File: config.mk
export PLATFORM = sky130hd
export DESIGN_NAME = fetch_unit
export DESIGN_NICKNAME = d
export VERILOG_FILES = /design/src/rtl/fetch_pkg.sv /design/src/rtl/fetch_fifo.sv /design/src/rtl/fetch_unit.sv
export SDC_FILE = /design/constraint.sdc
export NUM_CORES = 1
export LEC_CHECK = 0
export CORE_ASPECT_RATIO = 1.5
export CORE_MARGIN = 1.5
export CORE_UTILIZATION = 40
export CTS_CLUSTER_SIZE = 16
export DETAILED_ROUTE_END_ITERATION = 10
export PLACE_DENSITY = 0.78
export SYNTH_ARGS = -nofsm -noshare
export SYNTH_HDL_FRONTEND = slang
export SYNTH_SLANG_ARGS = --single-unit
export TNS_END_PERCENT = 5
File: constraint.sdc
create_clock -name clk -period 6.3 [get_ports clk]
set_clock_uncertainty 0.2 [all_clocks]
set_input_delay 1.26 -clock clk [delete_from_list [all_inputs] [get_ports clk]]
set_output_delay 1.26 -clock clk [all_outputs]
set_load 0.05 [all_outputs]
File: src/rtl/fetch_pkg.sv
// fetch_pkg
// Shared types and constants for the instruction-fetch front end:
//   XLEN          - datapath / address width
//   PC_INC        - byte increment between sequential instruction words
//   fetch_state_t - request-side FSM state
//   fetch_entry_t - one prefetch FIFO entry {pc, instr}
package fetch_pkg;

   localparam int XLEN = 32;
   localparam logic [XLEN-1:0] PC_INC = 32'd4;

   typedef enum logic [1:0] {
      IDLE  = 2'd0,
      BUSY  = 2'd1,
      FLUSH = 2'd2
   } fetch_state_t;

   typedef struct packed {
      logic [XLEN-1:0] pc;
      logic [XLEN-1:0] instr;
   } fetch_entry_t;

endpackage

File: src/rtl/fetch_fifo.sv
// fetch_fifo
// Small synchronous FIFO of fetch_entry_t used as the prefetch buffer.
// Ports:
//   clk, rst_n      - clock, async active-low reset
//   push, push_data - write one entry at the tail
//   pop             - drop the head entry (caller guarantees count != 0)
//   flush           - empty the FIFO; overrides push and pop
//   count           - current occupancy
//   count_next      - occupancy after this cycle's push/pop/flush
//   head            - entry at the read pointer
// DEPTH must be a power of two so the pointers wrap by plain overflow.
module fetch_fifo
   import fetch_pkg::*;
#(
   parameter int DEPTH = 2,
   localparam int AW = $clog2(DEPTH),
   localparam int CW = AW + 1
) (
   input  logic         clk,
   input  logic         rst_n,
   input  logic         push,
   input  fetch_entry_t push_data,
   input  logic         pop,
   input  logic         flush,
   output logic [CW-1:0] count,
   output logic [CW-1:0] count_next,
   output fetch_entry_t head
);

   fetch_entry_t     mem [DEPTH];
   logic [AW-1:0]    rd_ptr;
   logic [AW-1:0]    wr_ptr;

   always_comb begin
      count_next = count;
      if (flush) begin
         count_next = '0;
      end else if (push && !pop) begin
         count_next = count + CW'(1);
      end else if (pop && !push) begin
         count_next = count - CW'(1);
      end
   end

   always_ff @(posedge clk or negedge rst_n) begin
      if (!rst_n) begin
         rd_ptr <= '0;
         wr_ptr <= '0;
         count  <= '0;
      end else begin
         count <= count_next;
         if (flush) begin
            rd_ptr <= '0;
            wr_ptr <= '0;
         end else begin
            if (push) wr_ptr <= wr_ptr + AW'(1);
            if (pop)  rd_ptr <= rd_ptr + AW'(1);
         end
      end
   end

   // Storage carries no reset; entries are only observed while count != 0.
   always_ff @(posedge clk) begin
      if (push && !flush) mem[wr_ptr] <= push_data;
   end

   assign head = mem[rd_ptr];

endmodule

File: src/rtl/fetch_unit.sv
// fetch_unit
// Instruction-fetch front end: owns the fetch PC, issues word requests to
// instruction memory over REQ/ACK, buffers returned words in a prefetch FIFO
// and presents {pc, instr} to decode with valid/ready. A redirect flushes
// buffered words and discards any in-flight response.
// Ports:
//   clk, rst_n                    - clock, async active-low reset
//   imem_req, imem_addr           - request to instruction memory
//   imem_ack, imem_rdata          - completion and returned word
//   instr_valid, instr, instr_pc  - FIFO head towards decode
//   instr_ready                   - decode takes the head
//   redirect, redirect_pc         - branch/jump strobe and target
//
// state | meaning
// ------+---------------------------------------------------------
// IDLE  | no request outstanding
// BUSY  | request outstanding, its response is kept
// FLUSH | request outstanding, its response is discarded
module fetch_unit
   import fetch_pkg::*;
#(
   parameter logic [31:0] RESET_PC   = 32'h0000_0000,
   parameter int          FIFO_DEPTH = 2
) (
   input  logic            clk,
   input  logic            rst_n,
   output logic            imem_req,
   output logic [XLEN-1:0] imem_addr,
   input  logic            imem_ack,
   input  logic [XLEN-1:0] imem_rdata,
   output logic            instr_valid,
   output logic [XLEN-1:0] instr,
   output logic [XLEN-1:0] instr_pc,
   input  logic            instr_ready,
   input  logic            redirect,
   input  logic [XLEN-1:0] redirect_pc
);

   localparam int CW = $clog2(FIFO_DEPTH) + 1;

   fetch_state_t    state;
   logic [XLEN-1:0] f_pc;
   logic [XLEN-1:0] req_addr;
   logic [XLEN-1:0] f_pc_inc;
   logic [XLEN-1:0] redirect_tgt;
   logic            push;
   logic            pop;
   logic            has_room;
   logic [CW-1:0]   count;
   logic [CW-1:0]   count_next;
   fetch_entry_t    push_data;
   fetch_entry_t    head;

   assign redirect_tgt = redirect_pc & ~XLEN'(3);
   assign f_pc_inc     = f_pc + PC_INC;

   // A redirect drops any completing response and wins over a same-cycle pop.
   assign push = (state == BUSY) && imem_ack && !redirect;
   assign pop  = instr_valid && instr_ready && !redirect;

   assign push_data.pc    = req_addr;
   assign push_data.instr = imem_rdata;

   // Issue only if the slot for the new request is still free after this
   // cycle's push/pop, which is what rules out FIFO overflow.
   assign has_room = count_next < CW'(FIFO_DEPTH);

   fetch_fifo #(.DEPTH(FIFO_DEPTH)) u_fifo (
      .clk        (clk),
      .rst_n      (rst_n),
      .push       (push),
      .push_data  (push_data),
      .pop        (pop),
      .flush      (redirect),
      .count      (count),
      .count_next (count_next),
      .head       (head)
   );

   always_ff @(posedge clk or negedge rst_n) begin
      if (!rst_n) begin
         state    <= IDLE;
         f_pc     <= RESET_PC;
         req_addr <= RESET_PC;
      end else begin
         case (state)
            IDLE: begin
               if (redirect) begin
                  f_pc <= redirect_tgt;
               end else if (has_room) begin
                  req_addr <= f_pc;
                  state    <= BUSY;
               end
            end
            BUSY: begin
               if (imem_ack && redirect) begin
                  f_pc     <= redirect_tgt;
                  req_addr <= redirect_tgt;
               end else if (imem_ack) begin
                  f_pc <= f_pc_inc;
                  if (has_room) begin
                     req_addr <= f_pc_inc;
                  end else begin
                     state <= IDLE;
                  end
               end else if (redirect) begin
                  f_pc  <= redirect_tgt;
                  state <= FLUSH;
               end
            end
            FLUSH: begin
               if (redirect) f_pc <= redirect_tgt;
               if (imem_ack) begin
                  // A redirect landing on the discarded completion retargets
                  // the new request as well, keeping req_addr == f_pc in BUSY.
                  req_addr <= redirect ? redirect_tgt : f_pc;
                  state    <= BUSY;
               end
            end
            default: state <= IDLE;
         endcase
      end
   end

   assign imem_req    = (state != IDLE);
   assign imem_addr   = req_addr;
   assign instr_valid = (count != '0);
   assign instr       = head.instr;
   assign instr_pc    = head.pc;

endmodule
==> key figures <==
Setup path
  – Launch instance of the worst register-to-register path: state[1]$_DFFE_PN0P_
  – Setup slack of the most critical reg-to-reg path: 2.88 ns
  – Critical path data required time: 4.84 ns
  – CP arrival: around 3.0 ns
  – Termination of the worst setup path: instr_pc[26]
  – Length in cells of the worst reg-to-reg path: 8
  – Endpoint of the worst register-to-register path: imem_addr[2]$_DFFE_PN0P_
  – Nature of the critical path startpoint: register
  – First element of the critical path: u_fifo.rd_ptr$_DFFE_PN0P_
  – Critical path endpoint category: output pin
  – Critical Path Fanout Max: 44
  – Critical Setup Path Class: reg2out

Power and ir drop
  – Peak supply drop: 0.2190 mV
  – Cell Pwr Density: around 500 mW/mm2
  – Leak: between 4 and 5 nW

Layout
  – Number of diodes: 0
  – Final Instance Area: 0.01222 mm2
  – Fraction of final layout cells with drive strength greater than 1: between 10% and 20%
  – Reg area: around 0.0056 mm2
  – Fill cells: 2074
  – Area used by multi-input combinational logic: 0.003760 mm2
  – Area growth from synthesis to layout: 25.82%
  – Final Net Count: 1042

STA
  – Crit path time final: 4.488 ns
  – Max frequency: ~0.22 GHz
  – Count of final setup violators: 0
  – Pin slew with the least headroom to its limit: 1.166 ns
  – RSZ-0062 raised after global routing: no
  – Final count of hold timing violations: 0
  – Total Negative Setup Slacks: 0 ns
  – Worst rel slew slack: 21.97%
  – Final Slew Violations: 0
  – Ratio of final minimum period to clock period: 71.24%

GRT
  – Antenna violations before repair: 0
  – Wire length of the first global-routing pass: 38.22 mm
  – Total congestion overflow after global routing: 0
  – Pin count of the biggest net entering global routing: 71
  – Total routing usage reported by global routing: around 20%
  – Number of global-route vias before repair: 7212

Clocking
  – Clock latency at the later pin of the worst-skew pair: 0.43 ns
  – CTS root buf: sky130_fd_sc_hd__clkbuf_16
  – Resized cells post-CTS: 0
  – CTS max path bufs: 2
  – Total number of H-tree levels: 4
  – Clock tree from TritonCTS: done
  – Number of buffers inserted for hold repair after clock tree synthesis: 0
  – CTS clk-pin slew, worst paths: around 0.070 ns
  – Setup Buffers After CTS: 0
  – Clock tree sinks: 198
  – CTS buffer count: 17

Floorplanning
  – Std-Cell Core Area: roughly 0.024 mm2
  – IO Count: 167
  – Width of the chip: approximately 130 um
  – Die area: 0.02525 mm2
  – Standard-cell row count: 69
  – Initial standard-cell utilization of the core: 40.92%
  – Height of the chip: 193.9 um

Run status
  – Outcome: finished, final reports clean

Yosys
  – Number of synthesized flops with an enable pin: 128
  – Mean post-synth cell area: 11.69 um2
  – Proportion of register bits with asynchronous set or reset after synthesis: 35.35%
  – Number of unique standard cell types used by synthesis: 67
  – Area of the mapped netlist: 0.009716 mm2
  – Share of synthesized area occupied by flip-flops and latches: 57.59%
  – Synth Register Bits: 198
  – Number of instances in the synthesized netlist: slightly above 800
  – Count of yosys warnings during synthesis: 0
  – Flip-flop cell with the highest count after synthesis: sky130_fd_sc_hd__edfxtp_1
  – Net Count, Synth: 907

Place
  – Routability cong.: 0.9499
  – Count of input and output buffers: 164
  – DP Area: 0.01161 mm2
  – Post-DP HPWL: approximately 17 mm

Detailed routing
  – 1st-pass router iterations: 5
  – Detailed router's first-iteration violation count: 760
  – Total Wirelength: between 20 and 25 mm
  – Number of nets still failing antenna checks after routing: 0
  – Via count of the routed design: roughly 7400
  – Post-DR vias/cell: approximately 5.7
  – Routed wire length per instance: between 15 and 20 um
  – DRC violations left: 0

Worst hold path
  – Kind of path behind the tightest hold check: reg2reg
  – Beginning of the worst hold path: f_pc[0]$_DFFE_PN0P_

Run
  – Max-cap check violation count: 0
## synth_stat cells (5+ instances only)
master,n,area share (%)
sky130_fd_sc_hd__a21oi_1,32,1.6
sky130_fd_sc_hd__nand4_1,8,0.52
sky130_fd_sc_hd__ha_1,7,0.90
sky130_fd_sc_hd__o22ai_1,5,0.32
sky130_fd_sc_hd__a221oi_1,16,1.4
sky130_fd_sc_hd__and2_1,7,0.45
sky130_fd_sc_hd__o31ai_1,7,0.54
sky130_fd_sc_hd__clkbuf_1,36,1.4
sky130_fd_sc_hd__a22o_1,7,0.63
sky130_fd_sc_hd__mux2i_1,6,0.62
sky130_fd_sc_hd__nand3_1,17,0.88
sky130_fd_sc_hd__xnor2_1,12,1.1
sky130_fd_sc_hd__edfxtp_1,128,40
sky130_fd_sc_hd__and3_1,8,0.52
sky130_fd_sc_hd__nor3_1,15,0.77
sky130_fd_sc_hd__buf_2,16,0.82
sky130_fd_sc_hd__o22a_1,8,0.72
sky130_fd_sc_hd__xor2_1,5,0.45
sky130_fd_sc_hd__o21a_1,6,0.46
sky130_fd_sc_hd__mux2_2,80,9.3
sky130_fd_sc_hd__dfrtp_1,70,18
sky130_fd_sc_hd__a221o_1,14,1.4
sky130_fd_sc_hd__nand2_1,78,3.0
sky130_fd_sc_hd__nor2_1,55,2.1
sky130_fd_sc_hd__a31oi_1,6,0.39
sky130_fd_sc_hd__inv_1,28,1.1
sky130_fd_sc_hd__a22oi_1,12,0.93
sky130_fd_sc_hd__o21ai_0,69,3.6
sky130_fd_sc_hd__buf_1,6,0.23
sky130_fd_sc_hd__a211oi_1,7,0.54
## power breakdown
| group | switching, mW | internal [mW] | total [mW] |
|---|---|---|---|
| registers | 0.306 | 1.69 | 2.00 |
| clock network | 0.459 | 0.672 | 1.13 |
| logic | 1.86 | 1.06 | 2.92 |
## logic make-up (layout without fill, tap and decap cells)
kind of cell / after synthesis / count (layout) / share of synthesized area (%)
xor gates and xnor gates: 17 / 17 / 1.532
AOI/OAI and AO/OA: 215 / 215 / 15.07
adders and majority gates: 7 / 7 / 0.9014
DFF: 198 / 198 / 57.59
and+or+nand+nor: 215 / 215 / 11.00
buffers and inverters: 92 / 240 / 3.902
muxes: 87 / 87 / 10.01
## cell type report
class | count | area share, %
sequential | 198 | 45.78
clock inverter | 8 | 0.9928
inverter | 29 | 0.8905
clock buffer | 24 | 4.043
timing repair buffer | 179 | 14.27
multi-input combinational | 541 | 30.76
tap | 319 | 3.265
## registers in the layout, indices dropped and copies added, names as in the netlist
signal / flops
imem_addr: 32
u_fifo.rd_ptr: 1
state: 2
u_fifo.mem: 128
u_fifo.wr_ptr: 1
f_pc: 32
u_fifo.count: 2
## stage by stage
stage	cells	util, %	power, mW	setup slack (ns)	hold slack (ns)
CTS	1298	51.49	6.066	1.728	0.2937
global placement	1266	48.90	4.861	1.972	0.2700
finish	1298	51.49	6.053	1.812	0.2869
global route	1298	51.49	6.365	1.657	0.3122
detailed placement	1266	48.90	4.931	1.915	0.2789
floorplan	831	-	4.038	1.075	0.2534
## critical path: stages (launching register included)
cell,delay (ns)
sky130_fd_sc_hd__dfrtp_2,1.02
sky130_fd_sc_hd__buf_4,0.45
sky130_fd_sc_hd__mux2_2,0.38
sky130_fd_sc_hd__clkdlybuf4s50_1,0.72
## how the worst min path moves through the flow
stage	endpoint	slack (ns)	cells past startpoint
detailed placement	f_pc[0]$_DFFE_PN0P_	0.28	1
global route	f_pc[0]$_DFFE_PN0P_	0.31	1
finish	f_pc[0]$_DFFE_PN0P_	0.29	1
global placement	f_pc[1]$_DFFE_PN0P_	0.27	1
floorplan	f_pc[0]$_DFFE_PN0P_	0.25	1
CTS	f_pc[0]$_DFFE_PN0P_	0.29	1
## routing by layer
| metal | GRT usage (%) | part of all wire (%) |
|---|---|---|
| met1 | 23.35 | 39 |
| met2 | 33.37 | 51 |
| met3 | 3.698 | 6.4 |
| met4 | 9.918 | 4.0 |
| met5 | 0 | 0 |
## layout by cell type, fill, tap and decap left out, drive strengths merged, types with 9 or more instances in the layout
cell,netlist,routed
nand3,17,17
edfxtp,128,128
and3,9,9
a22oi,12,12
dfrtp,70,70
nand2,80,80
nand4,9,9
a221oi,17,17
a221o,14,14
clkdlybuf4s50,0,162
a21oi,32,32
mux2,81,81
nor2,55,55
buf,25,17
o21ai,70,70
clkbuf,38,24
inv,28,28
nor3,16,16
xnor2,12,12
(Power assumes the default switching activity.)
